<file path="config.mk">
export PLATFORM = sky130hd
export DESIGN_NAME = reg_file_nrd
export DESIGN_NICKNAME = d
export VERILOG_FILES = /design/src/rtl/reg_file_nrd_pkg.sv /design/src/rtl/reg_file_nrd_mux_n_to_1.sv /design/src/rtl/reg_file_nrd.sv
export SDC_FILE = /design/constraint.sdc
export NUM_CORES = 1
export LEC_CHECK = 0
export BUFFER_PORTS_ARGS = -buffer_cell sky130_fd_sc_hd__buf_2
export CAP_MARGIN = 0
export CORE_ASPECT_RATIO = 0.8
export CORE_MARGIN = 1
export CORE_UTILIZATION = 45
export DETAILED_ROUTE_END_ITERATION = 8
export HOLD_SLACK_MARGIN = 0.02
export PLACE_DENSITY = 0.64
export SYNTH_ARGS = -nofsm -noshare
export SYNTH_HDL_FRONTEND = slang
export SYNTH_HIERARCHICAL = 1
export SYNTH_SLANG_ARGS = --single-unit
</file>
<file path="constraint.sdc">
create_clock -name clk -period 3.9 [get_ports clk]
set_input_delay 0.39 -clock clk [delete_from_list [all_inputs] [get_ports clk]]
set_output_delay 0.39 -clock clk [all_outputs]
set_load 0.05 [all_outputs]
</file>
<file path="src/rtl/reg_file_nrd_pkg.sv">
// Shared defaults for the reg_file_nrd register file: default geometry and entry reset value.
// Optional macro REGFILE_BYPASS_EN (used in reg_file_nrd.sv) enables write-through forwarding.
package reg_file_nrd_pkg;
   localparam int RF_WIDTH_DEF = 32;
   localparam int RF_DEPTH_DEF = 8;
   localparam int RF_AW_DEF    = 3;
   localparam bit RF_RESET_VAL = 1'b0;
endpackage

</file>
<file path="src/rtl/reg_file_nrd_mux_n_to_1.sv">
// Combinational 2**AW-way select of WIDTH-bit words from a flattened input bus.
// One instance per read port; the selected word feeds that port's output register.
module mux_n_to_1
   import reg_file_nrd_pkg::*;
#(
   parameter int WIDTH = RF_WIDTH_DEF,
   parameter int AW    = RF_AW_DEF
) (
   input  logic [(2**AW)*WIDTH-1:0] i_data,
   input  logic [AW-1:0]            i_sel,
   output logic [WIDTH-1:0]         o_data
);
   assign o_data = i_data[i_sel*WIDTH +: WIDTH];
endmodule

</file>
<file path="src/rtl/reg_file_nrd.sv">
// DEPTH x WIDTH register file: one synchronous write port, two registered read ports, written-valid map.
// Macro REGFILE_BYPASS_EN: when defined, a same-cycle write to the read address is forwarded to the read.
module reg_file_nrd
   import reg_file_nrd_pkg::*;
#(
   parameter int WIDTH = RF_WIDTH_DEF,
   parameter int DEPTH = RF_DEPTH_DEF,
   parameter int AW    = RF_AW_DEF
) (
   input  logic             clk,
   input  logic             reset,
   input  logic             wr_en,
   input  logic [AW-1:0]    wr_addr,
   input  logic [WIDTH-1:0] wr_data,
   input  logic             rd_en_a,
   input  logic [AW-1:0]    rd_addr_a,
   input  logic             rd_en_b,
   input  logic [AW-1:0]    rd_addr_b,
   output logic [WIDTH-1:0] rd_data_a,
   output logic [WIDTH-1:0] rd_data_b,
   output logic             rd_vld_a,
   output logic             rd_vld_b,
   output logic [DEPTH-1:0] vld_map
);
   generate
      if (AW != $clog2(DEPTH) || DEPTH < 2) begin : g_bad_geometry
         $error("reg_file_nrd: AW must equal clog2(DEPTH) and DEPTH must be >= 2");
      end
   endgenerate

   logic [WIDTH-1:0]       r_mem [DEPTH];
   logic [DEPTH-1:0]       r_vld_map;
   logic [DEPTH*WIDTH-1:0] w_mem_flat;
   logic [WIDTH-1:0]       w_mux_a, w_mux_b;
   logic [WIDTH-1:0]       w_rd_data_a, w_rd_data_b;
   logic                   w_rd_vld_a, w_rd_vld_b;
   logic [WIDTH-1:0]       r_rd_data_a, r_rd_data_b;
   logic                   r_rd_vld_a, r_rd_vld_b;

   // Per-entry storage and valid bit; reset wins over a same-cycle write.
   for (genvar g = 0; g < DEPTH; g++) begin : g_entry
      always_ff @(posedge clk) begin
         if (reset) begin
            r_mem[g]     <= {WIDTH{RF_RESET_VAL}};
            r_vld_map[g] <= 1'b0;
         end else if (wr_en && wr_addr == AW'(g)) begin
            r_mem[g]     <= wr_data;
            r_vld_map[g] <= 1'b1;
         end
      end
      assign w_mem_flat[g*WIDTH +: WIDTH] = r_mem[g];
   end

   mux_n_to_1 #(.WIDTH(WIDTH), .AW(AW)) u_mux_a (
      .i_data (w_mem_flat),
      .i_sel  (rd_addr_a),
      .o_data (w_mux_a)
   );

   mux_n_to_1 #(.WIDTH(WIDTH), .AW(AW)) u_mux_b (
      .i_data (w_mem_flat),
      .i_sel  (rd_addr_b),
      .o_data (w_mux_b)
   );

`ifdef REGFILE_BYPASS_EN
   logic w_hit_a, w_hit_b;
   assign w_hit_a     = wr_en && (wr_addr == rd_addr_a);
   assign w_hit_b     = wr_en && (wr_addr == rd_addr_b);
   assign w_rd_data_a = w_hit_a ? wr_data : w_mux_a;
   assign w_rd_data_b = w_hit_b ? wr_data : w_mux_b;
   assign w_rd_vld_a  = w_hit_a | r_vld_map[rd_addr_a];
   assign w_rd_vld_b  = w_hit_b | r_vld_map[rd_addr_b];
`else
   // Reads see pre-write contents; a colliding write shows up on the next read.
   assign w_rd_data_a = w_mux_a;
   assign w_rd_data_b = w_mux_b;
   assign w_rd_vld_a  = r_vld_map[rd_addr_a];
   assign w_rd_vld_b  = r_vld_map[rd_addr_b];
`endif

   // Read output registers hold their value while the port is idle.
   always_ff @(posedge clk) begin
      if (reset) begin
         r_rd_data_a <= {WIDTH{RF_RESET_VAL}};
         r_rd_vld_a  <= 1'b0;
      end else if (rd_en_a) begin
         r_rd_data_a <= w_rd_data_a;
         r_rd_vld_a  <= w_rd_vld_a;
      end
   end

   always_ff @(posedge clk) begin
      if (reset) begin
         r_rd_data_b <= {WIDTH{RF_RESET_VAL}};
         r_rd_vld_b  <= 1'b0;
      end else if (rd_en_b) begin
         r_rd_data_b <= w_rd_data_b;
         r_rd_vld_b  <= w_rd_vld_b;
      end
   end

   assign rd_data_a = r_rd_data_a;
   assign rd_data_b = r_rd_data_b;
   assign rd_vld_a  = r_rd_vld_a;
   assign rd_vld_b  = r_rd_vld_b;
   assign vld_map   = r_vld_map;
endmodule

</file>
==> metrics.md, run 1 <==
| Metric | Value |
|---|---|
| DP Area | `approximately 18000 sq um` |
| Maxcap violations | `0` |
| Leakage Power | `0.00727 uW` |
| Sequential-to-total area share from yosys stat | `0.560` |
| Reg-to-Reg Start | `r_mem[0][51]` |
| Initial drt markers | `728` |
| Post-CTS setup buffer count | `0` |
| Setup Skew | `23.2 ps` |
| Hold Path End | `r_mem[1][104]` |
| First-pass iteration count of the detailed router | `7` |
| Worst slack, placed | `947 ps` |
| Root Driver | `clkbuf_16` |
| Skew-Pair Late Insertion Delay | `530 ps` |
| Internal power of the cells | `6500 uW` |
| Final Setup Violations | `0` |
| Detail Placement HPWL | `25.1 mm` |
| First-pass GRT wire length | `60.4 mm` |
| Synth unique cells | `27` |
| Row cnt | `62` |
| H-tree levels | `2` |
| Yosys top cell area share | `0.469` |
| Largest buffer count on any clock path | `3` |
| CP Data Arrival Time | `2600 ps` |
| Sw Pwr | `2210 uW` |
| Post_cts resized | `0` |
| Final period util | `0.612` |
| Vias in the first global route | `~9400` |
| Initial core utilization | `0.457` |
| Global route total overflow | `0` |
| DIE HEIGHT | `173 um` |
| Wirelength per Cell | `24.5 um` |
| Io pins | `120` |
| RSZ-0062 raised after global routing | `no` |
| Slowest CP cell | `inv_1` |
| Hold-fix buffers, CTS | `0` |
| Hold Crit Start | `wr_data[8]` |
| Crit path time final | `around 2400 ps` |
| Max FO, Critical Path | `31` |
| CP Cell Sequence | `buf_2 > inv_1 > o21ai_4 > buf_4` |
| Switching share of power | `0.254` |
| Layout Nets | `roughly 1200` |
| Sinks on Clock Net | `330` |
| Outcome | `finished, final reports clean` |
| RD Place Congestion | `0.729` |
| Cell taking the most area after synthesis | `edfxtp_1` |
| CTS clk-pin slew, worst paths | `60 ps` |
| Post-Place Cells | `1578` |
| R2R Path End | `rd_data_b[19]` |
| Family with the most delay on the worst path | `buffers and inverters` |
| WHS Path Cells | `2` |
| Layout cell share with drive strength beyond 1 | `0.286` |
| Area growth syn-to-layout | `14.2%` |
| Synth Instances | `1030` |
| Gate power share | `0.131` |
| Die W | `roughly 220 um` |
| CTS tree | `yes` |
| GRT Util Overall | `0.220` |
| Fin. Hold Viols | `0` |
| PortBufs | `around 120` |
| Clock power share | `0.391` |
| CORE AREA | `35800 sq um` |
| Hold Slack | `about 220 ps` |
| Post-Syn Area | `about 16000 sq um` |
| Final Instance Count excl. Fillers | `1645` |
| R2R depth | `4` |
| Synth area leaders | `edfxtp_1 (47%), mux4_1 (13%), and2_1 (9.8%)` |
| R2r setup slk | `roughly 2300 ps` |
| Worst slew pin tran | `roughly 1100 ps` |
| CTS buffer count | `36` |
| Worst setup margin | `1510 ps` |
| Relative slew slack | `0.265` |
| Synth Warn # | `6` |
| Crit Path Category | `input port to flip-flop` |
| Antenna violations before repair | `3` |
| Die ar. | `37200 sq um` |
| Worst VDD drop | `between 0.0002 and 0.0003 V` |
| Largest net degree at the start of global routing | `43` |
| Setup_tns | `0 ps` |
| Max Fclk | `419 MHz` |
| WP data required | `4110 ps` |
| Synth Register Bits | `330` |
| Fin area | `between 15000 and 20000 sq um` |
| Antenna viol nets, final | `0` |
| Worst Path Buf+Inv | `3` |
| Tightest Hold Check Type | `input port to flip-flop` |
| Slew Viols, Final | `0` |
| CP peak stage delay | `640 ps` |
| Fillers | `2980` |
| Startpoint Class | `input port` |
| DRC Markers | `0` |
| Via/cell ratio | `5.73` |
| CP Capture Type | `flip-flop` |
| Reg power frac | `0.478` |
| Most frequent cells in the layout | `and2_1 (256), edfxtp_1 (256), buf_2 (117)` |
| Cell Pwr Density | `465 nW/um^2` |
| Via count | `9420` |
| Mapped Avg Cell Area | `15.9 sq um` |
| Routed wire length | `40.4 mm` |
| Mapped Nets | `around 1100` |
Yosys cell counts (all sizes together):
cell type,number
a211oi,2
a21o,8
and2,256
buf,45
clkbuf,33
dfxtp,74
edfxtp,256
inv,1
mux2,64
mux2i,72
mux4,130
nand2,2
nand2b,3
nand3b,1
nor2,72
nor3,2
o21ai,6
o31ai,2
or3b,1
power groups by stage:
stage | Combinational, uW | Sequential, uW | Clock, uW
after floorplan | 606 | 4410 | 0
after global placement | 1140 | 4220 | 0
after detailed placement | 1140 | 4230 | 0
after CTS | 1150 | 4160 | 3470
after global routing | 1200 | 4190 | 3610
final | 1140 | 4160 | 3410
per-layer routing:
layer,up-vias,part of all wire,GRT usage
met3,56,0.057,0.0341
met2,318,0.46,0.336
met4,2,0.021,0.0624
met1,4851,0.46,0.327
li1,4193,-,-
met5,-,0.00020,0
sequential cells by signal (all words and copies together), names as in the netlist:
signal	cells
rd_data_b	32
rd_data_a	32
rd_vld_b	1
rd_vld_a	1
r_mem	256
vld_map	8
logic make-up (layout without fill, tap and decap cells):
group | count (synthesis) | after routing | share of synthesized area
other | 0 | 2 | 0
AOI/OAI and AO/OA | 18 | 18 | 0.00733
and+or+nand+nor | 337 | 337 | 0.120
DFF | 330 | 330 | 0.560
buffers and inverters | 79 | 212 | 0.0273
muxes | 266 | 266 | 0.285
layout make-up:
| type | instances | area, sq um | share of cell area |
|---|---|---|---|
| timing repair buffer | 146 | 878 | 0.0470 |
| sequential | 330 | 9170 | 0.490 |
| multi-input combinational | 621 | 6870 | 0.367 |
| inverter | 1 | 3.75 | 0.000201 |
| clock buffer | 46 | 981 | 0.0525 |
| tap | 480 | 601 | 0.0321 |
| clock inverter | 19 | 190 | 0.0102 |
| antenna | 2 | 5.00 | 0.000268 |
metrics by stage:
step,power [uW],utilization
finish,8700,0.522
global route,9000,0.522
CTS,8780,0.522
detailed placement,5370,0.489
global placement,5350,0.489
floorplan,5020,-
how the worst max path moves through the flow:
stage,endpoint,start,slack (ps),cells past startpoint
6_report,r_mem[0][80],reset,1510,4
3_3_place_gp,r_mem[0][87],reset,990,4
2_1_floorplan,r_mem[0][0],wr_addr[2],440,2
3_5_place_dp,r_mem[0][87],reset,950,4
5_1_grt,r_mem[1][70],reset,1390,4
4_1_cts,r_mem[0][80],reset,1490,4
No activity file was read; power rests on OpenSTA's default activity.
==> run 2, diff against run 1 <==
--- a/config.mk
+++ b/config.mk
@@ -12,7 +12,7 @@
 export CORE_UTILIZATION = 45
 export DETAILED_ROUTE_END_ITERATION = 8
 export HOLD_SLACK_MARGIN = 0.02
-export PLACE_DENSITY = 0.64
+export PLACE_DENSITY = 0.67
 export SYNTH_ARGS = -nofsm -noshare
 export SYNTH_HDL_FRONTEND = slang
 export SYNTH_HIERARCHICAL = 1
==> constraint.sdc (replaced) <==
create_clock -name clk -period 1.95 [get_ports clk]
set_input_delay 0.195 -clock clk [delete_from_list [all_inputs] [get_ports clk]]
set_output_delay 0.195 -clock clk [all_outputs]
set_load 0.05 [all_outputs]
==> metrics.md, run 2 (synthesis results as in run 1) <==
| Metric | Value |
|---|---|
| Outcome | `finished, final reports clean` |
| Worst slew pin tran | `998 ps` |
| Leakage Power | `0.00758 uW` |
| Tot Pwr | `17800 uW` |
| # diodes | `0` |
| Hold-fix buffers, CTS | `3` |
| DIE HEIGHT | `173 um` |
| Largest net degree at the start of global routing | `51` |
| Final period util | `0.807` |
| CTS tree | `yes` |
| Sinks on Clock Net | `330` |
| Final Setup Violations | `0` |
| GRT Util Overall | `0.226` |
| CTS clk-pin slew, worst paths | `60 ps` |
| Post-CTS setup buffer count | `0` |
| Max FFs per register | `256` |
| CP Cell Sequence | `mux4_1 > mux2_2 > mux2i_1 > nor2_1` |
| Largest buffer count on any clock path | `3` |
| Family with the most delay on the worst path | `multiplexers` |
| WHS Path Cells | `2` |
| Most frequent cells in the layout | `and2_1 (256), edfxtp_1 (256), buf_2 (117)` |
| Post_cts resized | `0` |
| CORE AREA | `35800 sq um` |
| Area growth syn-to-layout | `17.9%` |
| Routed wire length | `41.4 mm` |
| Initial drt markers | `just under 800` |
| Relative slew slack | `0.333` |
| Row cnt | `62` |
| Post-Place Cells | `1617` |
| Fillers | `2916` |
| Worst slack, placed | `15.1 ps` |
| Critical Path Start | `r_mem[0][0]` |
| Maxcap violations | `0` |
| Layout Nets | `roughly 1200` |
| Cell Pwr Density | `923 nW/um^2` |
| Worst Path Buf+Inv | `0` |
| Global route total overflow | `0` |
| Hold Crit Start | `wr_data[9]` |
| RSZ-0062 raised after global routing | `no` |
| WP data required | `2340 ps` |
| R2R depth | `4` |
| Crit Path Category | `flip-flop to flip-flop` |
| Die W | `215 um` |
| CP peak stage delay | `500 ps` |
| Detail Placement HPWL | `25.6 mm` |
| Io pins | `120` |
| RD Place Congestion | `0.752` |
| Via/cell ratio | `5.68` |
| First-pass GRT wire length | `62.0 mm` |
| Worst VDD drop | `approximately 0.00049 V` |
| Max FO, Critical Path | `2` |
| CP Data Arrival Time | `approximately 2000 ps` |
| CTS buffer count | `35` |
| Setup Skew | `8.86 ps` |
| Via count | `around 9600` |
| Slowest CP cell | `mux4_1` |
| Worst setup margin | `~380 ps` |
| Die ar. | `37200 sq um` |
| Final Instance Count excl. Fillers | `between 1500 and 2000` |
| Skew-Pair Late Insertion Delay | `520 ps` |
| Startpoint Class | `flip-flop` |
| CP Capture Type | `flip-flop` |
| Crit path depth | `4` |
| PortBufs | `119` |
| H-tree levels | `2` |
| Fin. Hold Viols | `0` |
| Max Fclk | `636 MHz` |
| DRC Markers | `0` |
| Antenna viol nets, final | `0` |
| Layout cell share with drive strength beyond 1 | `0.307` |
| First-pass iteration count of the detailed router | `5` |
| Reg-to-Reg Start | `r_mem[0][0]` |
| Root Driver | `clkbuf_16` |
| Antenna violations before repair | `0` |
| Initial core utilization | `0.457` |
| Wirelength per Cell | `around 25 um` |
| Tightest Hold Check Type | `input port to flip-flop` |
| Slew Viols, Final | `0` |
| Top reg by flops | `r_mem` |
| Vias in the first global route | `9812` |
| Crit path time final | `about 1600 ps` |
[run 2: area by class of cell]
cell class	count	area, sq um	area share
Clock buffer	45	976	0.0506
Clock inverter	18	239	0.0124
Inverter	1	3.75	0.000194
Multi-Input combinational cell	621	6870	0.356
Sequential cell	330	9170	0.475
Tap cell	480	601	0.0311
Timing Repair Buffer	188	1450	0.0752
[run 2: per-stage QoR]
| stage | instance area, sq um | hold WS, ps | setup TNS (ps) | utilization |
|---|---|---|---|---|
| after floorplan | 16400 | 393 | -45920 | - |
| after global placement | 18100 | 466 | 0 | 0.504 |
| after detailed placement | 18100 | 476 | 0 | 0.504 |
| after CTS | 19300 | 21.3 | 0 | 0.539 |
| after global routing | 19300 | 40.7 | 0 | 0.539 |
| final | 19300 | 33.7 | 0 | 0.539 |
[run 2: final timing paths]
path / endpoint / slack [ps]
max: rd_data_a[0] / 380
min: r_mem[0][73] / 30
max reg2reg: rd_data_a[0] / 380
min reg2reg: rd_data_b[30] / 490
[run 2: per-layer routing]
layer,track usage,vias up,share of wire
li1,-,4263,-
met1,0.335,4901,0.46
met2,0.349,332,0.46
met3,0.0315,71,0.060
met4,0.0629,0,0.022
met5,0,-,0
[run 2: worst register-to-register path: cells and delay by family (launching register included)]
kind,cells,cell delay (ps)
flip-flops,1,390
AND/OR/NAND/NOR,1,60
multiplexers,3,1000
[run 2: where the power goes]
group	total [uW]	leakage (uW)	internal, uW	switching [uW]
logic	2430	0.00391	1050	1380
registers	8290	0.00308	8070	227
clock network	7090	0.000590	4330	2760
